### config.mk
export PLATFORM = sky130hd
export DESIGN_NAME = sar_search_flat
export DESIGN_NICKNAME = d
export VERILOG_FILES = /design/src/rtl/sar_pkg.sv /design/src/rtl/sar_search_if.sv /design/src/rtl/sar_flag_check.sv /design/src/rtl/sar_search.sv /design/src/flat_wrapper.sv
export SDC_FILE = /design/constraint.sdc
export NUM_CORES = 1
export LEC_CHECK = 0
export ABC_AREA = 1
export CORE_ASPECT_RATIO = 0.8
export CORE_MARGIN = 5
export CORE_UTILIZATION = 29
export DETAILED_ROUTE_END_ITERATION = 16
export PLACE_DENSITY = 0.54
export REMOVE_ABC_BUFFERS = 1
export SLEW_MARGIN = 20
export SYNTH_ARGS = -nofsm -noshare
export SYNTH_HDL_FRONTEND = slang
export SYNTH_SLANG_ARGS = --single-unit
### constraint.sdc
create_clock -name clk -period 1.3 [get_ports clk]
set_input_delay 0.325 -clock clk [delete_from_list [all_inputs] [get_ports clk]]
set_output_delay 0.325 -clock clk [all_outputs]
set_load 0.02 [all_outputs]
### src/rtl/sar_pkg.sv
// sar_pkg: shared types and constants for the successive-approximation
// search controller.
//   sar_state_t   : controller FSM states (IDLE, CMP, DONE, ERR)
//   SAR_DEF_WIDTH : default operand width, matches the 4-bit comparator
package sar_pkg;

  localparam int SAR_DEF_WIDTH = 4;

  typedef enum logic [1:0] {
    IDLE = 2'd0,
    CMP  = 2'd1,
    DONE = 2'd2,
    ERR  = 2'd3
  } sar_state_t;

endpackage

### src/rtl/sar_search_if.sv
// sar_search_if: bundles the start/done handshake and the comparator-side
// signals of the SAR controller.
//   start            : request a new search
//   equal/greater/lower : comparator flags (a vs trial)
//   trial            : value driven onto the comparator b input
//   busy, done       : search in progress / single-cycle completion pulse
//   result, error    : searched value and non-one-hot flag indication
//   steps            : CMP cycles used (only with SAR_STEP_COUNT_EN)
// Modports: slave = the SAR controller, master = the surrounding logic.
// Optional feature macro: SAR_STEP_COUNT_EN.
interface sar_search_if #(
  parameter int WIDTH = sar_pkg::SAR_DEF_WIDTH
);

  localparam int SW = $clog2(WIDTH + 1);

  logic             start;
  logic             equal;
  logic             greater;
  logic             lower;
  logic [WIDTH-1:0] trial;
  logic             busy;
  logic             done;
  logic [WIDTH-1:0] result;
  logic             error;
`ifdef SAR_STEP_COUNT_EN
  logic [SW-1:0]    steps;
`endif

  modport slave (
    input  start, equal, greater, lower,
`ifdef SAR_STEP_COUNT_EN
    output steps,
`endif
    output trial, busy, done, result, error
  );

  modport master (
    output start, equal, greater, lower,
`ifdef SAR_STEP_COUNT_EN
    input  steps,
`endif
    input  trial, busy, done, result, error
  );

endinterface

### src/rtl/sar_flag_check.sv
// sar_flag_check: combinational validity check of the comparator flags.
//   equal_i, greater_i, lower_i : comparator flags
//   flags_ok_o                  : exactly one flag is set
module sar_flag_check (
  input  logic equal_i,
  input  logic greater_i,
  input  logic lower_i,
  output logic flags_ok_o
);

  // Odd parity means one or three flags set; excluding all-three leaves one-hot.
  assign flags_ok_o = (equal_i ^ greater_i ^ lower_i) & ~(equal_i & greater_i & lower_i);

endmodule

### src/rtl/sar_search.sv
// sar_search: successive-approximation controller driving the b input of a
// magnitude comparator and binary-searching the unknown a operand.
//   clk, rst_n : clock, asynchronous active-low reset
//   bus        : sar_search_if.slave (start, flags in; trial, busy, done,
//                result, error [, steps] out)
// Optional feature macro: SAR_STEP_COUNT_EN adds the steps counter/output.
module sar_search
  import sar_pkg::*;
#(
  parameter int WIDTH = SAR_DEF_WIDTH
) (
  input  logic          clk,
  input  logic          rst_n,
  sar_search_if.slave   bus
);

  localparam int KW = (WIDTH > 1) ? $clog2(WIDTH) : 1;
  localparam logic [KW-1:0] K_TOP = KW'(WIDTH - 1);
  localparam logic [KW-1:0] K_ONE = KW'(1);

  sar_state_t       state_q, state_d;
  logic [WIDTH-1:0] trial_q, trial_d;
  logic [WIDTH-1:0] result_q, result_d;
  logic             error_q, error_d;
  logic [KW-1:0]    k_q, k_d;
  logic             flags_ok;

`ifdef SAR_STEP_COUNT_EN
  localparam int SW = $clog2(WIDTH + 1);
  localparam logic [SW-1:0] S_ONE = SW'(1);
  logic [SW-1:0]    steps_q, steps_d;
`endif

  sar_flag_check u_flag_check (
    .equal_i    (bus.equal),
    .greater_i  (bus.greater),
    .lower_i    (bus.lower),
    .flags_ok_o (flags_ok)
  );

  always_ff @(posedge clk or negedge rst_n) begin
    if (!rst_n) begin
      state_q  <= IDLE;
      trial_q  <= '0;
      result_q <= '0;
      error_q  <= 1'b0;
      k_q      <= '0;
`ifdef SAR_STEP_COUNT_EN
      steps_q  <= '0;
`endif
    end else begin
      state_q  <= state_d;
      trial_q  <= trial_d;
      result_q <= result_d;
      error_q  <= error_d;
      k_q      <= k_d;
`ifdef SAR_STEP_COUNT_EN
      steps_q  <= steps_d;
`endif
    end
  end

  always_comb begin
    state_d  = state_q;
    trial_d  = trial_q;
    result_d = result_q;
    error_d  = error_q;
    k_d      = k_q;
`ifdef SAR_STEP_COUNT_EN
    steps_d  = steps_q;
`endif
    case (state_q)
      IDLE: begin
        if (bus.start) begin
          trial_d             = '0;
          trial_d[WIDTH-1]    = 1'b1;
          k_d                 = K_TOP;
          result_d            = '0;
          error_d             = 1'b0;
`ifdef SAR_STEP_COUNT_EN
          steps_d             = '0;
`endif
          state_d             = CMP;
        end
      end
      CMP: begin
`ifdef SAR_STEP_COUNT_EN
        steps_d = steps_q + S_ONE;
`endif
        if (!flags_ok) begin
          result_d = '0;
          error_d  = 1'b1;
          state_d  = ERR;
        end else if (bus.equal) begin
          result_d = trial_q;
          state_d  = DONE;
        end else begin
          // Bit k survives only when a is above the trial.
          trial_d[k_q] = bus.greater;
          if (k_q != '0) begin
            trial_d[k_q - K_ONE] = 1'b1;
            k_d                  = k_q - K_ONE;
          end else begin
            result_d = trial_d;
            state_d  = DONE;
          end
        end
      end
      DONE:    state_d = IDLE;
      ERR:     state_d = IDLE;
      default: state_d = IDLE;
    endcase
  end

  assign bus.trial  = trial_q;
  assign bus.busy   = (state_q != IDLE);
  assign bus.done   = (state_q == DONE) || (state_q == ERR);
  assign bus.result = result_q;
  assign bus.error  = error_q;
`ifdef SAR_STEP_COUNT_EN
  assign bus.steps  = steps_q;
`endif

endmodule

### src/flat_wrapper.sv
// flat-port wrapper written by rule: the top's interface ports become plain ports
module sar_search_flat import sar_pkg::*;
#(
  parameter int WIDTH = SAR_DEF_WIDTH
)
  (clk, rst_n, bus_start, bus_equal, bus_greater, bus_lower, bus_trial, bus_busy, bus_done, bus_result, bus_error);
  sar_search_if #(.WIDTH(WIDTH)) bus_i ();
  input  logic clk;
  input  logic rst_n;
  input wire logic [$bits(bus_i.start)-1:0] bus_start;
  input wire logic [$bits(bus_i.equal)-1:0] bus_equal;
  input wire logic [$bits(bus_i.greater)-1:0] bus_greater;
  input wire logic [$bits(bus_i.lower)-1:0] bus_lower;
  output wire logic [$bits(bus_i.trial)-1:0] bus_trial;
  output wire logic [$bits(bus_i.busy)-1:0] bus_busy;
  output wire logic [$bits(bus_i.done)-1:0] bus_done;
  output wire logic [$bits(bus_i.result)-1:0] bus_result;
  output wire logic [$bits(bus_i.error)-1:0] bus_error;
  assign bus_i.start = bus_start;
  assign bus_i.equal = bus_equal;
  assign bus_i.greater = bus_greater;
  assign bus_i.lower = bus_lower;
  assign bus_trial = bus_i.trial;
  assign bus_busy = bus_i.busy;
  assign bus_done = bus_i.done;
  assign bus_result = bus_i.result;
  assign bus_error = bus_i.error;
  sar_search #(.WIDTH(WIDTH)) u_core (.clk(clk), .rst_n(rst_n), .bus(bus_i));
endmodule
## After elaboration in Yosys (flattened, before gate mapping)

Index checks and enable logic that the tools add are counted.
Widths: inputs -> output; s select.

- Logic and storage cells: 67
- ROM bits: 0
- Memories kept: 0
- Bits of input ports: 6
- Bits in writable memories: 0
- Register bits after elaboration: 13
- Bits in latches: 0

- Div/mod/pow operators: 0
- $add $sub $neg: 1
- Shifts and indexed selects: 0
- Order comparisons: 4
- Reduce and logical (&&, ||, !) cells: 13
- Multiply operators: 0
- Bitwise logic cells: 7
- Multiplexer cells: 28
- Eq/ne operators: 9

Operators with widths:

| operator | number |
|---|---|
| $mux 4 | 8 |
| $mux 2 | 8 |
| $pmux 4 s2 | 2 |
| $lt 2x3->1 const B | 2 |
| $ne 2x2->1 const B | 3 |
| $pmux 2 s3 | 1 |
| $reduce_and 3->1 | 2 |
| $reduce_bool 2->1 | 3 |
| $reduce_and 5->1 | 1 |
| $bwmux 4 | 1 |
| $demux 1 s2 | 2 |
| $eq 2x2->1 const B | 2 |
| $ge 2x1->1 const B | 2 |
| $mux 1 | 4 |
| $ne 2x1->1 const B | 2 |
| $ne 4x4->1 const B | 1 |
| $or 4x4->4 | 1 |
| $pmux 2 s2 | 1 |
| $reduce_and 4->1 | 1 |
| $and 1x1->1 | 3 |
| $eq 2x1->1 const B | 1 |
| $logic_and 1x1->1 | 2 |
| $logic_not 2->1 | 1 |
| $pmux 1 s2 | 1 |
| 6 further kinds | 7 |

## Depth between registers and ports, before layout

Gate-level depths: netlist of run 1.

- Depth after elaboration: 10
- Depth in mapped cells: 9
- Mapped depth without buffers: 9

## Modules after synthesis

Synthesis of run 1 repeated with hierarchy kept, for this count alone.

- Cell total of the unflattened synthesis: 118
- Area total of the unflattened synthesis: 858.3 um^2

By module, submodules not included:

| module | instances | sequential area each (um^2) | cells each | area an instance (um^2) |
|---|---|---|---|---|
| sar_search | 1 | 325.3 | 111 | 822.0 |
| sar_flag_check | 1 | 0.0 | 7 | 36.3 |

## Worst setup path before layout of run 1

No wires, ideal clock.

- Kind: register -> register
- Start: reg u_core.k_q[0]
- End: reg u_core.result_q[0], in the netlist u_core.bus.result[0]
- Period minus slack after synthesis: 1286 ps
- Arrival: 1221 ps
- Path buffers: 0
- Data required time: 1235 ps
- Path slack: 14 ps
- Library setup time: 65 ps
- Stages on the path, launching flop included: 8
- Cell sequence: dfrtp_1 > inv_1 > ha_1 > nor2_2 > nand4_4 > nand2_2 > nand2_1 > nand2_1

- Cells in the longest elaborated chain, start to end: 9
- Elaborated cells on any way between the ends: 13

RTL lines:

| element | line | RTL |
|---|---|---|
| start, declared | sar_search.sv:25 | `logic [KW-1:0] k_q, k_d;` |
| start signal, assigned | sar_search.sv:56 | `k_q <= k_d;` |
| $lt 2x3->1 (not written as such) / $ge 2x1->1 (equally long branches) | sar_search.sv:99 | `trial_d[k_q] = bus.greater;` |
| $logic_and 1x1->1 (not written as such) | sar_search.sv:99 |  |
| $mux 1 (not written as such) | sar_search.sv:99 |  |
| $demux 1 s2 | n/a |  |
| $bwmux 4 | sar_search.sv:99 |  |
| $mux 4 | sar_search.sv:100 | `if (k_q != '0) begin` |
| $mux 4 | sar_search.sv:94 | `end else if (bus.equal) begin` |
| $mux 4 | sar_search.sv:90 | `if (!flags_ok) begin` |
| $pmux 4 s2 | sar_search.sv:72 | `case (state_q)` |
| end signal, assigned | sar_search.sv:54 | `result_q <= result_d;` |
| end, declared | sar_search.sv:23 | `logic [WIDTH-1:0] result_q, result_d;` |

Parallel ways exist; a longest one is shown, timed or not. The select of a mux whose other input is x is not followed.
A chain may end at the register's enable or synchronous reset.

## Worst setup path in the final report of run 1

- Start: reg u_core.trial_q[2], in the netlist u_core.bus.trial[2]
- End: out bus_trial[2]

RTL lines:

| element | line | RTL |
|---|---|---|
| start, declared | sar_search.sv:22 | `logic [WIDTH-1:0] trial_q, trial_d;` |
| start signal, assigned | sar_search.sv:53 | `trial_q <= trial_d;` |
| end, declared | flat_wrapper.sv:14 | `output wire logic [$bits(bus_i.trial)-1:0] bus_trial;` |

No word-level cell between the ends.

==> results of run 1 <==
-- Yosys cell counts (all sizes together) --
master  instances  area [um2]
nand4           4        40.0
clkbuf          1        3.75
nand2          45         199
ha              6        75.1
o21ai           7        61.3
inv            14        57.6
a21oi           4        20.0
dfrtp          13         325
nand3          10        67.6
nor2            8        35.0
or2             3        18.8
-- worst reg2reg max path, cell delays in order, from the launching register on --
cell and delay (ns):
dfrtp_1 0.40, buf_6 0.13, inv_4 0.06, nand2_8 0.06, o21ai_4 0.23, nand2_4 0.13
nand2_2 0.09, o21ai_2 0.06
-- power by group through the flow --
stage               Clock, mW  Sequential (mW)  Combinational [mW]
floorplan                   0            0.837               0.921
global placement            0            0.643                1.89
detailed placement          0            0.650                1.91
CTS                     0.378            0.644                1.84
global route            0.399            0.680                2.53
finish                  0.370            0.658                2.33
-- per-layer routing --
layer | share of wire, % | wire, um | up-vias | GRT usage, %
met5 | 0 | 0 | - | 0
met4 | 1.5 | 35 | 0 | 3.16
met3 | 5.7 | 134 | 7 | 3.70
met2 | 50 | 1190 | 20 | 18.8
met1 | 42 | 1000 | 398 | 13.2
li1 | - | - | 455 | -
-- final timing paths --
kind / to
max: bus_trial[2]
min: u_core.bus.trial[2]$_DFFE_PN0P_
max reg2reg: u_core.bus.trial[1]$_DFFE_PN0P_
min reg2reg: u_core.bus.result[3]$_DFFE_PN0P_
max in group asynchronous: u_core.state_q[1]$_DFFE_PN0P_
min in group clk: u_core.bus.result[3]$_DFFE_PN0P_
-- flip-flops by register name (all words and copies together), names as in the netlist --
signal,cells
u_core.bus.result,4
u_core.bus.trial,4
u_core.state_q,2
u_core.bus.error,1
u_core.k_q,2
-- repair_timing --
action                                  CTS  global route
hold buffers                              0             0
setup buffers                             0             5
pin swaps                                 2            18
resized for setup                        26            48
endpoints found under the setup margin   24            12
-- logic make-up after synthesis --
kind of cell	after synthesis	share of synthesized area, %
DFF	13	36.0
AOI/OAI and AO/OA	11	9.00
adders and majority gates	6	8.31
buffers and inverters	15	6.79
and+or+nand+nor	70	39.9
-- metrics by stage --
step | hold WS, ns | util [%] | cell area [um2] | TNS (ns)
global route | 0.411 | 49.2 | 1500 | -0.168
floorplan | 0.0294 | - | 900 | 0
finish | 0.390 | 49.2 | 1500 | 0
CTS | 0.398 | 42.7 | 1300 | 0
global placement | 0.470 | 41.2 | 1250 | -6.88
detailed placement | 0.470 | 41.2 | 1250 | -7.04
-- layout make-up --
type | instances | area (um2) | area share (%)
Multi-Input combinational cell | 87 | 678 | 45.4
Timing Repair Buffer | 40 | 337 | 22.5
Sequential cell | 13 | 325 | 21.8
Inverter | 14 | 60.1 | 4.02
Tap cell | 40 | 50.0 | 3.35
Clock buffer | 4 | 45.0 | 3.01
==> results.py, run 1 <==
metrics = {
    "place": {
        "globalplace.congestion": 0.791,
        "dpl_worst_slack_ns": -0.582,
        "port_buf_inserts": 16,
        "dp.final_hpwl_um": 1730,
        "placed_cells": 189,
    },
    "sta": {
        "clk_skew_ns": 0.00706,
        "min_period_ns": 1.28,
        "relSlewSlack_pct": 83.1,
        "layout_setup_ws_ns": 0.0215,
        "fmaxAchievable_mhz": 782,
        "hold_violations": 0,
        "timing.final.setup_violations": 0,
        "timing_max_transition_violations_final": 0,
        "period_share_pct": 98.3,
        "tightestPinTransition_ns": 0.253,
        "setup_repair_after_global_routing_missed_its_margin": "yes",
    },
    "setup_path": {
        "rr_startpoint": "u_core.state_q[1]$_DFFE_PN0P_",
        "worstPathBufferInverterCount": 1,
        "crit_chain": "dlygate4sd2_1",
        "startpoint_type": "flip-flop",
        "timing.reg2reg.setup_slack_ns": 0.03,
        "worstSetupEndpointType": "output port",
        "setup.worst_path.class": "flip-flop to output port",
        "required_worst_endpoint_ns": 0.98,
        "cp_data_arrival_time_ns": 0.95,
        "cp_slowest_cell": "dfrtp_1",
        "critPathTopFamily": "flip-flops",
        "r2r.worst_path.cells": 7,
        "timing.critical_path.fanout_max": 2,
        "cp_slowest_stage_delay_ns": 0.38,
        "crit_start": "u_core.bus.trial[2]$_DFFE_PN0P_",
        "cp_num_cells": 1,
    },
    "floorplanning": {
        "floorplan.initialDensity_pct": 29.7,
        "row_count": 18,
        "chipWidth_um": 72.4,
        "ios": 17,
        "fp.dieArea_um2": 4340,
        "design.core.area_um2": 3040,
        "die_height_um": 59.9,
    },
    "routing": {
        "ant_nets_after_route": 0,
        "detailedRoute.firstPassIterationCount": 4,
        "post-route-drc-count": 0,
        "total_vias_in_the_final_route": 880,
        "drt_wl_total_um": 2370,
        "detail_route.iter0.violations": 23,
        "detail_route.wl_per_cell_um": 12.0,
        "vias_per_cell": 4.44,
    },
    "clock_tree": {
        "cts.clk_slew.worst_paths_ns": 0.06,
        "htree_levels": 1,
        "clock_tree.root_cell": "clkbuf_8",
        "clock_latency_ns": 0.25,
        "max-clock-path-buffers": 2,
        "inserted_clock_buffers": 3,
        "tritoncts": "built",
        "cts.sinks": 13,
    },
    "power": {
        "share_clk_of_total_power_pct": 11.0,
        "ir_drop_mv": 1.18,
        "power.leakage_nw": 0.743,
        "power_per_cell_area_nw_per_um2": 2250,
        "p_total_mw": 3.36,
        "share_seq_of_total_power_pct": 19.6,
        "intPower_mw": 1.81,
        "swShare_pct": 46.1,
        "proportion_of_power_drawn_by_combinational_gates_pct": 69.4,
        "switching_power_mw": 1.55,
    },
    "yosys": {
        "synth_cells": 115,
        "synth_seq_area_share_pct": 36.0,
        "ys_types": 21,
        "synthesis.area_um2": 903,
        "yosysWarningCount": 0,
        "avgSynthCellArea_um2": 7.86,
        "ys_seq_elements": 13,
    },
    "global_route": {
        "grt_first_pass_wirelength_um": 3660,
        "grt_antenna_before_repair": 0,
        "global_route.overflow_total": 0,
        "grtUsageTotal_pct": 11.0,
        "grt_start_max_net_pins": 14,
        "number_of_global_route_vias_before_repair": 842,
    },
    "finish": {
        "final_nets": 171,
        "area_growth_syn_to_layout_pct": 65.5,
        "final_cell_mix": "25 x nand2_1, 20 x buf_4, 15 x nand2_2, 13 x dfrtp_1, 9 x dlygate4sd2_1",
        "fill_cells": 304,
        "layout_commonest_cell": "nand2_1",
        "antenna-diode-count": 0,
        "layout-drive-gt1-share_pct": 54.4,
        "final_cells": 198,
    },
    "run_status": {
        "run_status": "complete, no violations",
    },
    "hold_path": {
        "hold_path.class": "primary input to asynchronous set/reset pin",
    },
    "run": {
        "maxCapViolCount": 0,
    },
}
(Power assumes the default switching activity.)
==> inputs of run 2 (changes only) <==
--- a/config.mk
+++ b/config.mk
@@ -12,6 +12,7 @@
 export DETAILED_ROUTE_END_ITERATION = 16
 export PLACE_DENSITY = 0.54
 export REMOVE_ABC_BUFFERS = 1
+export SETUP_SLACK_MARGIN = 0.5
 export SLEW_MARGIN = 20
 export SYNTH_ARGS = -nofsm -noshare
 export SYNTH_HDL_FRONTEND = slang
==> run 2 against run 1 <==
Utilization is 0.62 points lower. Flip-flop and latch count stayed put. Critical endpoint is now u_core.bus.trial[0]$_DFFE_PN0P_. Critical path depth is 6 higher. Largest power group unchanged. Register-to-register slack hardly changed. Global-route usage is 0.61 points higher. Sequential share of layout area is 0.28 points higher. Sequential power is 2% higher. Largest cell class unchanged.
==> results.py, run 2 (same netlist as run 1, synthesis figures left out) <==
metrics = {
    "run_status": {
        "run_status": "complete, no violations",
    },
    "sta": {
        "finalSetupTns_ns": 0,
        "timing.final.setup_violations": 0,
        "timing_max_transition_violations_final": 0,
        "min_period_ns": 1.28,
        "relSlewSlack_pct": 84.0,
        "fmaxAchievable_mhz": 779,
        "setup_repair_after_global_routing_missed_its_margin": "yes",
        "clk_skew_ns": 0.00567,
        "period_share_pct": 98.7,
        "hold_violations": 0,
        "tightestPinTransition_ns": 0.239,
        "worst_slack_on_hold_paths_ns": 0.391,
    },
    "setup_path": {
        "cp_slowest_cell": "dfrtp_1",
        "critPathTopFamily": "flip-flops",
        "startpoint_type": "flip-flop",
        "cp_data_arrival_time_ns": 1.42,
        "worstPathBufferInverterCount": 2,
        "setup.worst_path.class": "flip-flop to flip-flop",
        "crit_chain": "buf_6 -> inv_6 -> nand2_8 -> o21ai_4 -> nand2_4 -> nand2_2 -> o21ai_2",
        "cp_slowest_stage_delay_ns": 0.40,
        "timing.critical_path.fanout_max": 5,
        "worstSetupEndpointType": "flip-flop",
        "required_worst_endpoint_ns": 1.44,
    },
    "routing": {
        "detail_route.iter0.violations": 18,
        "post-route-drc-count": 0,
        "vias_per_cell": 4.42,
        "total_vias_in_the_final_route": 892,
        "ant_nets_after_route": 0,
        "detail_route.wl_per_cell_um": 11.5,
        "drt_wl_total_um": 2320,
        "detailedRoute.firstPassIterationCount": 3,
    },
    "place": {
        "dpl-instance-area_um2": 1250,
        "globalplace.congestion": 0.791,
        "dp.final_hpwl_um": 1730,
        "placed_cells": 189,
        "port_buf_inserts": 16,
    },
    "finish": {
        "final_cells": 202,
        "antenna-diode-count": 0,
        "final_cell_mix": "31 x nand2_1, 26 x buf_4, 13 x buf_6, 13 x dfrtp_1",
        "layout-drive-gt1-share_pct": 50.0,
        "post-route-cell-area_um2": 1480,
        "layout_commonest_cell": "nand2_1",
        "final_nets": 175,
        "fill_cells": 306,
        "area_growth_syn_to_layout_pct": 63.4,
    },
    "floorplanning": {
        "chipWidth_um": 72.4,
        "fp.dieArea_um2": 4340,
        "design.core.area_um2": 3040,
        "row_count": 18,
        "ios": 17,
        "die_height_um": 59.9,
        "floorplan.initialDensity_pct": 29.7,
    },
    "clock_tree": {
        "hold_buffers": 0,
        "cts.sinks": 13,
        "inserted_clock_buffers": 3,
        "htree_levels": 1,
        "clock_latency_ns": 0.25,
        "max-clock-path-buffers": 2,
        "clock_tree.root_cell": "clkbuf_8",
        "tritoncts": "built",
        "cts.clk_slew.worst_paths_ns": 0.06,
    },
    "power": {
        "swShare_pct": 44.2,
        "share_seq_of_total_power_pct": 20.2,
        "switching_power_mw": 1.48,
        "share_clk_of_total_power_pct": 11.1,
        "proportion_of_power_drawn_by_combinational_gates_pct": 68.8,
        "intPower_mw": 1.87,
        "power_per_cell_area_nw_per_um2": 2260,
        "ir_drop_mv": 1.17,
        "power.leakage_nw": 0.747,
    },
    "global_route": {
        "grtUsageTotal_pct": 11.6,
        "grt_start_max_net_pins": 14,
        "grt_first_pass_wirelength_um": 3890,
        "grt_antenna_before_repair": 0,
        "global_route.overflow_total": 0,
        "number_of_global_route_vias_before_repair": 914,
    },
    "run": {
        "maxCapViolCount": 0,
    },
    "hold_path": {
        "hold_path.class": "primary input to asynchronous set/reset pin",
    },
}
[run 2: final timing paths]
check                                         startpoint                               to  slack (ns)  depth (start not counted)
min in group clk            u_core.bus.error$_DFFE_PN0P_     u_core.bus.error$_DFFE_PN0P_        0.50                          2
max                        u_core.state_q[1]$_DFFE_PN0P_  u_core.bus.trial[0]$_DFFE_PN0P_        0.02                          7
min                                                rst_n  u_core.bus.trial[2]$_DFFE_PN0P_        0.39                          2
min reg2reg                 u_core.bus.error$_DFFE_PN0P_     u_core.bus.error$_DFFE_PN0P_        0.50                          2
max reg2reg                u_core.state_q[1]$_DFFE_PN0P_  u_core.bus.trial[0]$_DFFE_PN0P_        0.02                          7
max in group asynchronous                          rst_n    u_core.state_q[1]$_DFFE_PN0P_        0.74                          2
[run 2: metrics by stage]
stage	utilization [%]	setup slack [ns]	power [mW]
detailed placement	41.2	-0.582	2.56
CTS	46.0	0.0215	3.17
global placement	41.2	-0.573	2.53
floorplan	-	0.0140	1.76
global route	48.6	-0.0678	3.59
finish	48.6	0.0170	3.34
[run 2: power by group through the flow]
| stage | sequential, mW | clock [mW] | combinational, mW |
|---|---|---|---|
| 6_report | 0.674 | 0.371 | 2.30 |
| 5_1_grt | 0.695 | 0.395 | 2.50 |
| 4_1_cts | 0.666 | 0.378 | 2.12 |
| 3_5_place_dp | 0.650 | 0 | 1.91 |
| 3_3_place_gp | 0.643 | 0 | 1.89 |
| 2_1_floorplan | 0.837 | 0 | 0.921 |
[run 2: layout make-up]
cell class / instances / area (um2) / area share [%]
multi-input cells: 87 / 613 / 41.5
repair buffers: 44 / 380 / 25.8
flip-flops and latches: 13 / 325 / 22.0
inverters: 14 / 62.6 / 4.24
well taps: 40 / 50.0 / 3.39
clock buffers: 4 / 45.0 / 3.05
[run 2: routing by layer]
| layer | global-route usage (%) | up-vias | wire length (um) |
|---|---|---|---|
| met1 | 13.2 | 411 | 1010 |
| met3 | 3.87 | 7 | 119 |
| met2 | 20.2 | 14 | 1150 |
| li1 | - | 460 | - |
| met5 | 0 | - | 0 |
| met4 | 4.47 | 0 | 49 |
[run 2: timing repair]
item,CTS,global route
resized for setup,90,12
cloned,0,0
setup buffers,5,4
pin swaps,6,7
endpoints found under the setup margin,24,24
==> inputs of run 3 (changes only) <==
--- a/config.mk
+++ b/config.mk
@@ -10,10 +10,11 @@
 export CORE_MARGIN = 5
 export CORE_UTILIZATION = 29
 export DETAILED_ROUTE_END_ITERATION = 16
-export PLACE_DENSITY = 0.54
+export PLACE_DENSITY = 0.55
 export REMOVE_ABC_BUFFERS = 1
 export SETUP_SLACK_MARGIN = 0.5
 export SLEW_MARGIN = 20
 export SYNTH_ARGS = -nofsm -noshare
 export SYNTH_HDL_FRONTEND = slang
+export SYNTH_HIERARCHICAL = 1
 export SYNTH_SLANG_ARGS = --single-unit
==> run 3 against run 2 <==
Utilization rose by 6.5 points. Combinational power increased by 7%. Via count rose by 5.2%. First-iteration DRC count rose to 2.5 times the previous value. Sequential share of layout area down 1.0 points. Synthesized area is 5.0% lower. Register-to-register slack gained 0.05 ns.
==> results.py, run 3 <==
metrics = {
    "run_status": {
        "run_status": "complete, no violations",
    },
    "sta": {
        "tightestPinTransition_ns": 0.279,
        "finalSetupTns_ns": 0,
        "period_share_pct": 96.3,
        "worst_slack_on_hold_paths_ns": 0.391,
        "clk_skew_ns": 0.00637,
        "fmaxAchievable_mhz": 798,
        "hold_violations": 0,
        "min_period_ns": 1.25,
        "relSlewSlack_pct": 81.4,
        "timing_max_transition_violations_final": 0,
        "timing.final.setup_violations": 0,
        "setup_repair_after_global_routing_missed_its_margin": "yes",
        "layout_setup_ws_ns": 0.0476,
    },
    "finish": {
        "multiInputGateArea_um2": 604,
        "fill_cells": 264,
        "layout_commonest_cell": "nand2_1",
        "antenna-diode-count": 0,
        "final_cells": 208,
        "final_nets": 184,
        "final_cell_mix": "35 x nand2_1, 27 x buf_4, 18 x buf_6, 13 x inv_1, 13 x dfrtp_1",
        "area_growth_syn_to_layout_pct": 80.2,
        "layout-drive-gt1-share_pct": 52.4,
        "layout.area.seq_um2": 325,
    },
    "yosys": {
        "synthFlopType": "dfrtp_1",
        "post_synth_main_area_contributors": "dfrtp_1 38%, nand2_1 18%, ha_1 10%",
        "synthTopCellsByCount": "42 x nand2_1, 18 x inv_1, 13 x dfrtp_1",
        "synthesis.area_um2": 858,
        "synth_seq_area_share_pct": 37.9,
        "avgSynthCellArea_um2": 7.27,
        "yosys.area.top_type_share_pct": 37.9,
        "async_flop_share_pct": 100,
        "synthDominantAreaCellType": "dfrtp_1",
        "yosysWarningCount": 6,
        "cell_with_the_most_instances_after_synthesis": "nand2_1",
        "ys_seq_elements": 13,
        "synth-edff-count": 0,
        "synth_cells": 118,
        "ys_types": 19,
    },
    "setup_path": {
        "cp_data_arrival_time_ns": 1.44,
        "rr_startpoint": "u_core/k_q[1]$_DFFE_PN0P_",
        "cp_num_cells": 5,
        "worstSetupEndpointType": "flip-flop",
        "critPathTopFamily": "buffers and inverters",
        "r2r.worst_path.cells": 8,
        "startpoint_type": "primary input",
        "required_worst_endpoint_ns": 1.48,
        "crit_chain": "clkdlybuf4s50_1 -> o21ai_1 -> nor2_2 -> nand3_2 -> nand2_1",
        "cp_slowest_cell": "clkdlybuf4s50_1",
        "setup.worst_path.class": "primary input to flip-flop",
        "worstPathBufferInverterCount": 1,
        "crit_start": "bus_start",
        "timing.critical_path.fanout_max": 4,
        "cp_slowest_stage_delay_ns": 0.54,
    },
    "global_route": {
        "grt_antenna_before_repair": 0,
        "grt_first_pass_wirelength_um": 3800,
        "global_route.overflow_total": 0,
        "grtUsageTotal_pct": 11.6,
        "grt_start_max_net_pins": 14,
        "number_of_global_route_vias_before_repair": 849,
    },
    "hold_path": {
        "hold_path.class": "primary input to asynchronous set/reset pin",
    },
    "place": {
        "dpl_worst_slack_ns": -0.643,
        "dp.final_hpwl_um": 1730,
        "globalplace.congestion": 0.895,
        "placed_cells": 192,
        "port_buf_inserts": 16,
    },
    "floorplanning": {
        "die_height_um": 58.7,
        "design.core.area_um2": 2810,
        "chipWidth_um": 70.8,
        "row_count": 17,
        "ios": 17,
        "fp.dieArea_um2": 4150,
        "floorplan.initialDensity_pct": 30.6,
    },
    "routing": {
        "detail_route.iter0.violations": 45,
        "post-route-drc-count": 0,
        "detail_route.wl_per_cell_um": 12.1,
        "drt_wl_total_um": 2520,
        "detailedRoute.firstPassIterationCount": 4,
        "ant_nets_after_route": 0,
        "total_vias_in_the_final_route": 938,
        "vias_per_cell": 4.51,
    },
    "clock_tree": {
        "clock_tree.root_cell": "clkbuf_8",
        "clock_latency_ns": 0.24,
        "max-clock-path-buffers": 2,
        "inserted_clock_buffers": 3,
        "htree_levels": 1,
        "cts.clk_slew.worst_paths_ns": 0.06,
        "cts.sinks": 13,
        "hold_buffers": 0,
        "tritoncts": "built",
    },
    "run": {
        "maxCapViolCount": 0,
    },
    "power": {
        "power.leakage_nw": 0.791,
        "p_total_mw": 3.50,
        "power_per_cell_area_nw_per_um2": 2260,
        "ir_drop_mv": 1.24,
    },
}
[run 3: cell types whose count changed in the layout (fill, tap and decap cells not counted), sizes merged, moves of 2 or more]
cell and change:
nand4 -4, inv +6, nand3 +3, a21oi -2, buf +5, or2 -3
[run 3: cell type report]
cell class	count	area share (%)
multi-input cells	84	39.1
repair buffers	49	29.0
inverters	20	4.85
clock buffers	4	2.91
flip-flops and latches	13	21.0
well taps	38	3.07
[run 3: final timing paths]
check | to | slack (ns)
max in group asynchronous | u_core/k_q[0]$_DFFE_PN0P_ | 0.74
worst min register to register | u_core/bus.result[0]$_DFFE_PN0P_ | 0.59
worst max register to register | u_core/k_q[0]$_DFFE_PN0P_ | 0.07
worst max-delay path | u_core/bus.result[2]$_DFFE_PN0P_ | 0.05
worst min-delay path | u_core/bus.trial[1]$_DFFE_PN0P_ | 0.39
min in group clk | u_core/bus.result[0]$_DFFE_PN0P_ | 0.54
[run 3: stage by stage]
stage          cell area [um2]  utilization (%)
6_report                  1550             55.1
5_1_grt                   1550             55.1
4_1_cts                   1370             48.8
3_5_place_dp              1220             43.4
3_3_place_gp              1220             43.4
2_1_floorplan              855                -
[run 3: metal layers]
layer / GRT usage, % / up-vias / wire length, um
met5: 0 / - / 0
met2: 18.9 / 23 / 1300
met4: 2.41 / 0 / 12
met1: 14.8 / 443 / 1050
met3: 4.44 / 2 / 149
li1: - / 470 / -
[run 3: worst register-to-register path: stages (launching register included)]
cell and delay (ns):
dfrtp_1 0.37, inv_2 0.07, ha_4 0.17, buf_4 0.13
buf_4 0.14, nand2_4 0.08, nand2_2 0.06, nand2_1 0.06
nand2_1 0.05
[run 3: kinds of logic (layout without fill, tap and decap cells)]
logic type | after synthesis | count (layout) | share of synthesized area, %
AOI/OAI and AO/OA | 11 | 11 | 8.46
and+or+nand+nor | 66 | 66 | 34.3
buffers and inverters | 21 | 73 | 9.18
DFF | 13 | 13 | 37.9
adders and majority gates | 7 | 7 | 10.2
[run 3: timing repair]
item,4_1_cts,5_1_grt
pin swaps,10,20
buffers inserted,6,6
gates resized for setup,94,36
endpoints found under the setup margin,24,24
cloned,0,0
[run 3: power breakdown]
part | internal [mW] | total, mW | switching, mW
combinational | 1.22 | 2.47 | 1.25
sequential | 0.561 | 0.673 | 0.113
clock | 0.216 | 0.359 | 0.143
total | 2.00 | 3.50 | 1.50
